**config.mk**
```make
export PLATFORM = sky130hd
export DESIGN_NAME = eth_idma_reg_frontend
export DESIGN_NICKNAME = d
export VERILOG_FILES = /design/src/rtl/eth_idma_reg_frontend.sv
export SDC_FILE = /design/constraint.sdc
export NUM_CORES = 1
export LEC_CHECK = 0
export ABC_AREA = 1
export BUFFER_PORTS_ARGS = -buffer_cell sky130_fd_sc_hd__clkbuf_2
export CORE_ASPECT_RATIO = 1.4
export CORE_MARGIN = 2
export CORE_UTILIZATION = 51
export CTS_CLUSTER_DIAMETER = 150
export DETAILED_ROUTE_END_ITERATION = 8
export PLACE_DENSITY = 0.89
export SYNTH_ARGS = -nofsm -noshare
export SYNTH_HDL_FRONTEND = slang
export SYNTH_SLANG_ARGS = --single-unit
```
**constraint.sdc**
```tcl
create_clock -name clk_i -period 18.4 [get_ports clk_i]
set_clock_uncertainty 0.05 [all_clocks]
set_input_delay 2.76 -clock clk_i [delete_from_list [all_inputs] [get_ports clk_i]]
set_output_delay 2.76 -clock clk_i [all_outputs]
set_load 0.01 [all_outputs]
```
**src/rtl/eth_idma_reg_frontend.sv**
```systemverilog
// Register-bus target for the Ethernet iDMA wrapper: MAC address/config, iDMA launch and status.
// Each access takes 2 cycles (decode, then one-cycle reg_ready_o); ETH_IDMA_REG_XFER_CNT_EN adds a completion counter at 0x48.
module eth_idma_reg_frontend #(
  parameter int unsigned AddrWidth    = 64,
  parameter int unsigned RegAddrWidth = 32,
  parameter int unsigned TFLenWidth   = 32,
  parameter int unsigned OutstWidth   = 2
) (
  input  logic                    clk_i,
  input  logic                    rst_i,
  input  logic                    reg_valid_i,
  input  logic                    reg_write_i,
  input  logic [RegAddrWidth-1:0] reg_addr_i,
  input  logic [31:0]             reg_wdata_i,
  input  logic [3:0]              reg_wstrb_i,
  output logic [31:0]             reg_rdata_o,
  output logic                    reg_ready_o,
  output logic                    reg_error_o,
  output logic [47:0]             mac_addr_o,
  output logic [15:0]             mac_cfg_o,
  output logic                    idma_req_valid_o,
  input  logic                    idma_req_ready_i,
  output logic [AddrWidth-1:0]    src_addr_o,
  output logic [AddrWidth-1:0]    dst_addr_o,
  output logic [TFLenWidth-1:0]   length_o,
  output logic [2:0]              src_protocol_o,
  output logic [2:0]              dst_protocol_o,
  input  logic                    idma_rsp_valid_i,
  output logic                    idma_rsp_ready_o,
  input  logic                    idma_rsp_error_i,
  output logic                    busy_o
);
  typedef enum logic {IDLE, RESP} state_e;
  localparam logic [OutstWidth-1:0] OutstMax = '1;

  state_e                state_q, state_d;
  logic [47:0]           mac_q;
  logic [15:0]           cfg_q;
  logic [31:0]           src_q, dst_q;
  logic [TFLenWidth-1:0] len_q;
  logic [2:0]            sproto_q, dproto_q;
  logic                  req_valid_q, rsp_ready_q, done_q, err_q, busy_q;
  logic [OutstWidth-1:0] outst_q, outst_d;
  logic [31:0]           rdata_q, rdata_d, cur, merged, status;
  logic                  error_q, error_d;
  logic                  acc, wr, locked, req_hs, rsp_hs;
  logic [1:0]            w1c;
  logic                  we_mac0, we_mac1, we_src, we_dst, we_len, we_sproto, we_dproto;
  logic                  we_reqv, we_rspr, we_stat;
  logic                  unused_addr_bits;
`ifdef ETH_IDMA_REG_XFER_CNT_EN
  logic [31:0]           cnt_q;
  logic                  we_cnt;
`endif

  function automatic logic [31:0] merge(input logic [31:0] old, input logic [31:0] wd,
                                        input logic [3:0] strb);
    logic [31:0] res;
    for (int b = 0; b < 4; b++) res[b*8 +: 8] = strb[b] ? wd[b*8 +: 8] : old[b*8 +: 8];
    return res;
  endfunction

  assign acc    = (state_q == IDLE) && reg_valid_i;
  assign wr     = acc && reg_write_i;
  assign locked = idma_req_valid_o;
  assign req_hs = idma_req_valid_o && idma_req_ready_i;
  assign rsp_hs = idma_rsp_valid_i && rsp_ready_q;
  assign status = {24'h0, 4'(outst_q), 1'b0, busy_q, err_q, done_q};
  assign w1c    = (we_stat && reg_wstrb_i[0]) ? reg_wdata_i[1:0] : 2'b00;
  assign unused_addr_bits = ^reg_addr_i[RegAddrWidth-1:8];

  always_ff @(posedge clk_i or posedge rst_i) begin
    if (rst_i) state_q <= IDLE;
    else       state_q <= state_d;
  end

  always_comb begin
    state_d = state_q;
    case (state_q)
      IDLE:    if (reg_valid_i) state_d = RESP;
      RESP:    state_d = IDLE;
      default: state_d = IDLE;
    endcase
  end

  always_comb begin
    reg_ready_o = (state_q == RESP);
  end

  // cur is the readback of the addressed register; writes merge strobed bytes into it
  always_comb begin
    cur       = '0;
    error_d   = 1'b0;
    we_mac0   = 1'b0;
    we_mac1   = 1'b0;
    we_src    = 1'b0;
    we_dst    = 1'b0;
    we_len    = 1'b0;
    we_sproto = 1'b0;
    we_dproto = 1'b0;
    we_reqv   = 1'b0;
    we_rspr   = 1'b0;
    we_stat   = 1'b0;
`ifdef ETH_IDMA_REG_XFER_CNT_EN
    we_cnt    = 1'b0;
`endif
    case (reg_addr_i[7:0])
      8'h00: begin cur = mac_q[31:0];              we_mac0 = wr; end
      8'h04: begin cur = {cfg_q, mac_q[47:32]};    we_mac1 = wr; end
      8'h10: begin cur = src_q;            we_src    = wr && !locked; error_d = reg_write_i && locked; end
      8'h14: begin cur = dst_q;            we_dst    = wr && !locked; error_d = reg_write_i && locked; end
      8'h18: begin cur = 32'(len_q);       we_len    = wr && !locked; error_d = reg_write_i && locked; end
      8'h1C: begin cur = {29'h0, sproto_q}; we_sproto = wr && !locked; error_d = reg_write_i && locked; end
      8'h20: begin cur = {29'h0, dproto_q}; we_dproto = wr && !locked; error_d = reg_write_i && locked; end
      8'h38: begin cur = {31'h0, req_valid_q};      we_reqv = wr; end
      8'h3C: begin cur = {31'h0, idma_req_ready_i}; error_d = reg_write_i; end
      8'h40: begin cur = {31'h0, rsp_ready_q};      we_rspr = wr; end
      8'h44: begin cur = status;                    we_stat = wr; end
`ifdef ETH_IDMA_REG_XFER_CNT_EN
      8'h48: begin cur = cnt_q;                     we_cnt  = wr; end
`endif
      default: error_d = 1'b1;
    endcase
    rdata_d = (reg_write_i || error_d) ? 32'h0 : cur;
    merged  = merge(cur, reg_wdata_i, reg_wstrb_i);
  end

  // A response racing a request leaves the count alone; a response at zero never underflows
  always_comb begin
    outst_d = outst_q;
    if (req_hs && !rsp_hs)                          outst_d = outst_q + OutstWidth'(1);
    else if (rsp_hs && !req_hs && outst_q != '0)    outst_d = outst_q - OutstWidth'(1);
  end

  always_ff @(posedge clk_i or posedge rst_i) begin
    if (rst_i) begin
      rdata_q     <= '0;
      error_q     <= 1'b0;
      mac_q       <= '0;
      cfg_q       <= '0;
      src_q       <= '0;
      dst_q       <= '0;
      len_q       <= '0;
      sproto_q    <= '0;
      dproto_q    <= '0;
      req_valid_q <= 1'b0;
      rsp_ready_q <= 1'b0;
      done_q      <= 1'b0;
      err_q       <= 1'b0;
      outst_q     <= '0;
      busy_q      <= 1'b0;
    end else begin
      if (acc) begin
        rdata_q <= rdata_d;
        error_q <= error_d;
      end
      if (we_mac0)   mac_q[31:0]            <= merged;
      if (we_mac1)   {cfg_q, mac_q[47:32]}  <= merged;
      if (we_src)    src_q                  <= merged;
      if (we_dst)    dst_q                  <= merged;
      if (we_len)    len_q                  <= merged[TFLenWidth-1:0];
      if (we_sproto) sproto_q               <= merged[2:0];
      if (we_dproto) dproto_q               <= merged[2:0];
      if (we_rspr)   rsp_ready_q            <= merged[0];
      if (we_reqv && reg_wstrb_i[0]) req_valid_q <= reg_wdata_i[0];
      else if (req_hs)               req_valid_q <= 1'b0;
      done_q  <= (done_q & ~w1c[0]) | rsp_hs;
      err_q   <= (err_q & ~w1c[1]) | (rsp_hs & (idma_rsp_error_i | (outst_q == '0)));
      outst_q <= outst_d;
      busy_q  <= (outst_d != '0);
    end
  end

`ifdef ETH_IDMA_REG_XFER_CNT_EN
  always_ff @(posedge clk_i or posedge rst_i) begin
    if (rst_i)       cnt_q <= '0;
    else if (we_cnt) cnt_q <= {31'h0, rsp_hs};
    else if (rsp_hs) cnt_q <= cnt_q + 32'd1;
  end
`endif

  assign reg_rdata_o      = rdata_q;
  assign reg_error_o      = error_q;
  assign mac_addr_o       = mac_q;
  assign mac_cfg_o        = cfg_q;
  assign idma_req_valid_o = req_valid_q && (outst_q != OutstMax);
  assign src_addr_o       = AddrWidth'(src_q);
  assign dst_addr_o       = AddrWidth'(dst_q);
  assign length_o         = len_q;
  assign src_protocol_o   = sproto_q;
  assign dst_protocol_o   = dproto_q;
  assign idma_rsp_ready_o = rsp_ready_q;
  assign busy_o           = busy_q;
endmodule
```
After elaboration in Yosys (flattened, before gate mapping)
Index checks and enable logic that the tools add are counted.

Register bits: 207. Bits of input ports: 75.

$add $sub $neg: 2. Equality and inequality tests: 11. Multiplexer cells: 24. Bitwise operators: 9. Reduce and logical (&&, ||, !) cells: 23.

Operators by type and width (count): $pmux W32 S11 (1); $eq A8 B5 Y1 const B (4); $mux W32 (1); $mux W8 (4); $eq A8 B6 Y1 const B (3); $eq A8 B7 Y1 const B (2); $mux W1 (13); $logic_and A1 B1 Y1 (12); $reduce_or A5 Y1 (2); $eq A8 B3 Y1 const B (1); $logic_not A8 Y1 (1); $mux W2 (3); $reduce_bool A2 Y1 (3); $and A1 B1 Y1 (3); $logic_not A1 Y1 (3); $not A1 Y1 (3); $or A1 B1 Y1 (3); $pmux W1 S3 (1); $add A2 B1 Y2 const B (1); $logic_not A2 Y1 (1); $ne A2 B2 Y1 const B (1); $pmux W1 S2 (1); $sub A2 B1 Y2 const B (1); $logic_or A1 B1 Y1 (1).

Depth between registers and ports, before layout
Depth after elaboration: 9. Mapped depth: 12.

Worst setup path before layout
No wires, ideal clock.

Kind: input -> register. From: input port reg_addr_i[1]. To: register len_q[26], in the netlist length_o[26]. Arrival: 3.842 ns. Data required time: 18.284 ns. Slack: 14.442 ns. Cell stages on the path: 11. Cells stage by stage: nor2_1 > nand2_2 > inv_2 > nand2_1 > buf_6 > buf_6 > nor2_1 > nor2_1 > nand3_2 > nand3_1 > nand2_1.

Cells in the longest elaborated chain, start to end: 3. Elaborated cells between the ends (all ways): 14. Classes of those cells: eq/ne (10); mux (3); reduce/logical (1).

Ends and longest elaborated chain: from (decl) (line 13) `input logic [RegAddrWidth-1:0] reg_addr_i,`; $eq A8 B7 Y1 (tied with other cells) (line 107) `case (reg_addr_i[7:0])`; $pmux W32 S11 (line 107); $mux W8 (line 59) `for (int b = 0; b < 4; b++) res[b*8 +: 8] = strb[b] ? wd[b*8 +: 8] : old[b*8 +: 8];`; to (signal assigned) (line 161) `if (we_len) len_q <= merged[TFLenWidth-1:0];`; to (decl) (line 40) `logic [TFLenWidth-1:0] len_q;`.

Several ways; a longest one is shown, not always the timed one. A chain may end at the register's enable or synchronous reset.

Worst setup path after layout
From: input port reg_addr_i[3]. To: register mac_q[47], in the netlist mac_addr_o[47].

Cells in the longest elaborated chain, start to end: 3. Elaborated cells between the ends (all ways): 14. Classes of those cells: eq/ne (10); mux (3); reduce/logical (1).

Ends and longest elaborated chain: $eq A8 B7 Y1 (tied with other cells) (line 107); $pmux W32 S11 (line 107); $mux W8 (line 59); to (signal assigned) (line 158) `if (we_mac1) {cfg_q, mac_q[47:32]} <= merged;`; to (decl) (line 37) `logic [47:0] mac_q;`.

Several ways; a longest one is shown, not always the timed one.

==> flow_summary.json <==
{
  "root_buffer": "clkbuf_16",
  "netlist_area_sq_um": 10800,
  "drive_gt1_frac": 0.230,
  "hold_ws_ns": 0.430,
  "worst-path-buf-inv": 4,
  "dp_hpwl_um": 22500,
  "period_minus_slack_ns": 5.72,
  "io_pins": 342,
  "cp_slowest_cell": "nor2_4",
  "hp-class": "flip-flop to flip-flop",
  "critPathKind": "primary input to flip-flop",
  "setup.worst_path.start": "reg_addr_i[3]",
  "switching_share": 0.249,
  "grt_pass1_wl_um": 55400,
  "outcome": "complete, no violations",
  "cts_max_level": 1,
  "cpPeakStageDelay_ns": 1.03,
  "clockPowerShare": 0.457,
  "crit_chain": "clkbuf_2, inv_1, nand2_1, nor2_2, nand2_2, nor2_4, inv_1, buf_4, nand2_1, nand2_1",
  "endpoint_kind": "flip-flop",
  "cap_violations": 0,
  "grt_antenna_before_repair": 0,
  "final_antenna_net_count": 0,
  "instances_no_fill": 1924,
  "rr_startpoint": "reg_ready_o",
  "arrival_ns": 6.06,
  "cts.path.max_buffers": 3,
  "synth.area.top_cells": "dfrtp_1, nand2_1, nand3_1",
  "crit_family": "simple AND/OR/NAND/NOR gates",
  "area_growth_pct": 17.4,
  "via_per_inst": 5.60,
  "wire_per_inst_um": 18.8,
  "gp_congestion": 0.940,
  "via_count": 10800,
  "post-route-util": 0.604,
  "tns_ns": 0,
  "setup_ws_ns": 12.68,
  "place_inst": 1887,
  "ys_types": 33,
  "synth_edf_count": 0,
  "p_leak_nw": 7.29,
  "yosys.area.top_type": "dfrtp_1",
  "hold_viol_final": 0,
  "fin_area_sq_um": 12700,
  "drtIter0Drc": 1072,
  "postSynthCellCount": 1421,
  "cts_tree": "yes",
  "yosys.area.top_type_share": 0.478,
  "cp_max_fo": 33,
  "io_buffer_count": 253,
  "cts_setup_buffers": 0,
  "netlist_top_cells_count": "nand2_1, dfrtp_1, nand3_1, inv_1, nor2_1",
  "cts_buffers": 22,
  "die_y_um": 176,
  "fill_cells": 1803,
  "die_x_um": 127,
  "required_ns": 18.75,
  "syn_area_per_cell_sq_um": 7.62,
  "max_slew.worst_pin.slew_ns": 1.24,
  "worstHoldStart": "reg_rdata_o[5]",
  "setup_viol": 0,
  "cts_resized": 0,
  "rows": 63,
  "internal-power_mw": 0.752,
  "dr.pass1.iters": 6,
  "yosysMostFrequentCell": "nand2_1",
  "synth_ff_type": "dfrtp_1",
  "clock_sinks": 207,
  "slew_headroom": 0.172,
  "crit_path_frequent_cell": "nand2_1",
  "fin_crit_sh": 0.311,
  "powerDensity_nw_per_um2": 78.7,
  "drv_slew": 0,
  "overflow": 0,
  "max_freq_mhz": 175,
  "rsz0062_at_grt": "no",
  "wl_um": 36200,
  "seq_area_frac_synth": 0.478,
  "core_sq_um": 21000,
  "worstSkewPairLatency_ns": 0.51,
  "grt_use_total": 0.317,
  "postCtsHoldBufs": 0,
  "power.total_mw": 1.00,
  "power_frac_comb": 0.073,
  "cts.clk_slew.worst_paths_ns": 0.06,
  "diodes": 0,
  "die_area_sq_um": 22400,
  "drc_errors": 0,
  "place_area_sq_um": 12000,
  "power_frac_seq": 0.471,
  "ys_ff_latch": 207,
  "synthArstFlopShare": 1.00,
  "crit_path_start_kind": "primary input",
  "ir_drop_mv": 0.0653,
  "switchingPower_mw": 0.249,
  "place_ws_ns": 12.36,
  "grt_start_max_net_pins": 132,
  "nets": 1728,
  "first_global_vias": 10200,
  "yosysWarnings": 0,
  "initial_core_util": 0.515
}
path summary, 6_finish.rpt:
kind / slack, ns / to / cells past startpoint
max in group asynchronous: 14.29 / reg_rdata_o[13] / 3
max reg2reg: 15.20 / mac_addr_o[47] / 7
max: 12.68 / mac_addr_o[47] / 10
min in group asynchronous: 2.37 / reg_rdata_o[28] / 2
min reg2reg: 0.43 / reg_rdata_o[5] / 2
min: 0.43 / reg_rdata_o[5] / 2
metal layers:
metal	vias to the layer above	global-route usage	part of all wire
met5	-	0	0
met4	0	0.192	0.064
met3	171	0.0521	0.099
met2	786	0.516	0.47
met1	5033	0.397	0.36
li1	4779	-	-
sequential cells by signal, indices dropped and copies added, names as in the netlist, 2 cells and up:
| register | count |
|---|---|
| mac_addr_o | 48 |
| dst_q | 32 |
| length_o | 32 |
| reg_rdata_o | 32 |
| src_q | 32 |
| mac_cfg_o | 16 |
| dst_protocol_o | 3 |
| src_protocol_o | 3 |
| outst_q | 2 |
worst reg2reg max path, delay by kind of cell (launching register included):
kind,cells,cell delay (ns)
buf+inv,2,1.20
simple gates,5,1.45
flops,1,0.40
kinds of logic (layout without fill, tap and decap cells):
group / count (synthesis) / in the layout / share of synthesized area
buffers and inverters: 221 / 401 / 0.106
AOI/OAI and AO/OA: 48 / 48 / 0.0239
DFF: 207 / 207 / 0.478
adders and majority gates: 2 / 2 / 0.00231
other: 1 / 64 / 0.000346
and+or+nand+nor: 941 / 941 / 0.388
xor gates and xnor gates: 1 / 1 / 0.000809
power by group through the flow:
stage	Clock, mW	Sequential, mW	Combinational (mW)
floorplan	0	0.481	0.0526
global placement	0	0.479	0.0699
detailed placement	0	0.479	0.0720
CTS	0.459	0.471	0.0724
global route	0.477	0.472	0.0814
finish	0.457	0.471	0.0728
layout make-up:
type,instances,area (sq um),area share
Inverter,102,393,0.0309
Clock buffer,31,636,0.0500
Multi-Input combinational cell,1056,4760,0.374
Tap cell,260,325,0.0256
Clock inverter,6,91.3,0.00718
Sequential cell,207,5180,0.407
Timing Repair Buffer,262,1330,0.105
cell usage in the layout, fill, tap and decap left out, types with 2 or more instances in the layout:
cell type,count
nand2_1,575
clkbuf_2,253
dfrtp_1,207
nand3_1,177
inv_1,91
nor2_1,67
conb_1,64
o21ai_0,33
or2_1,28
nand2_2,24
clkbuf_16,23
nor3_2,19
nand3_2,14
nor3_1,12
o22ai_1,10
inv_2,9
buf_4,9
nor2_2,8
nor2_4,7
clkbuf_1,5
or2_2,3
clkbuf_8,3
nand2_4,2
o21ai_1,2
and3_1,2
inv_8,2
nand4_1,2
ha_1,2
clkinvlp_4,2
bufinv_16,2
No activity file was read; power rests on OpenSTA's default activity.
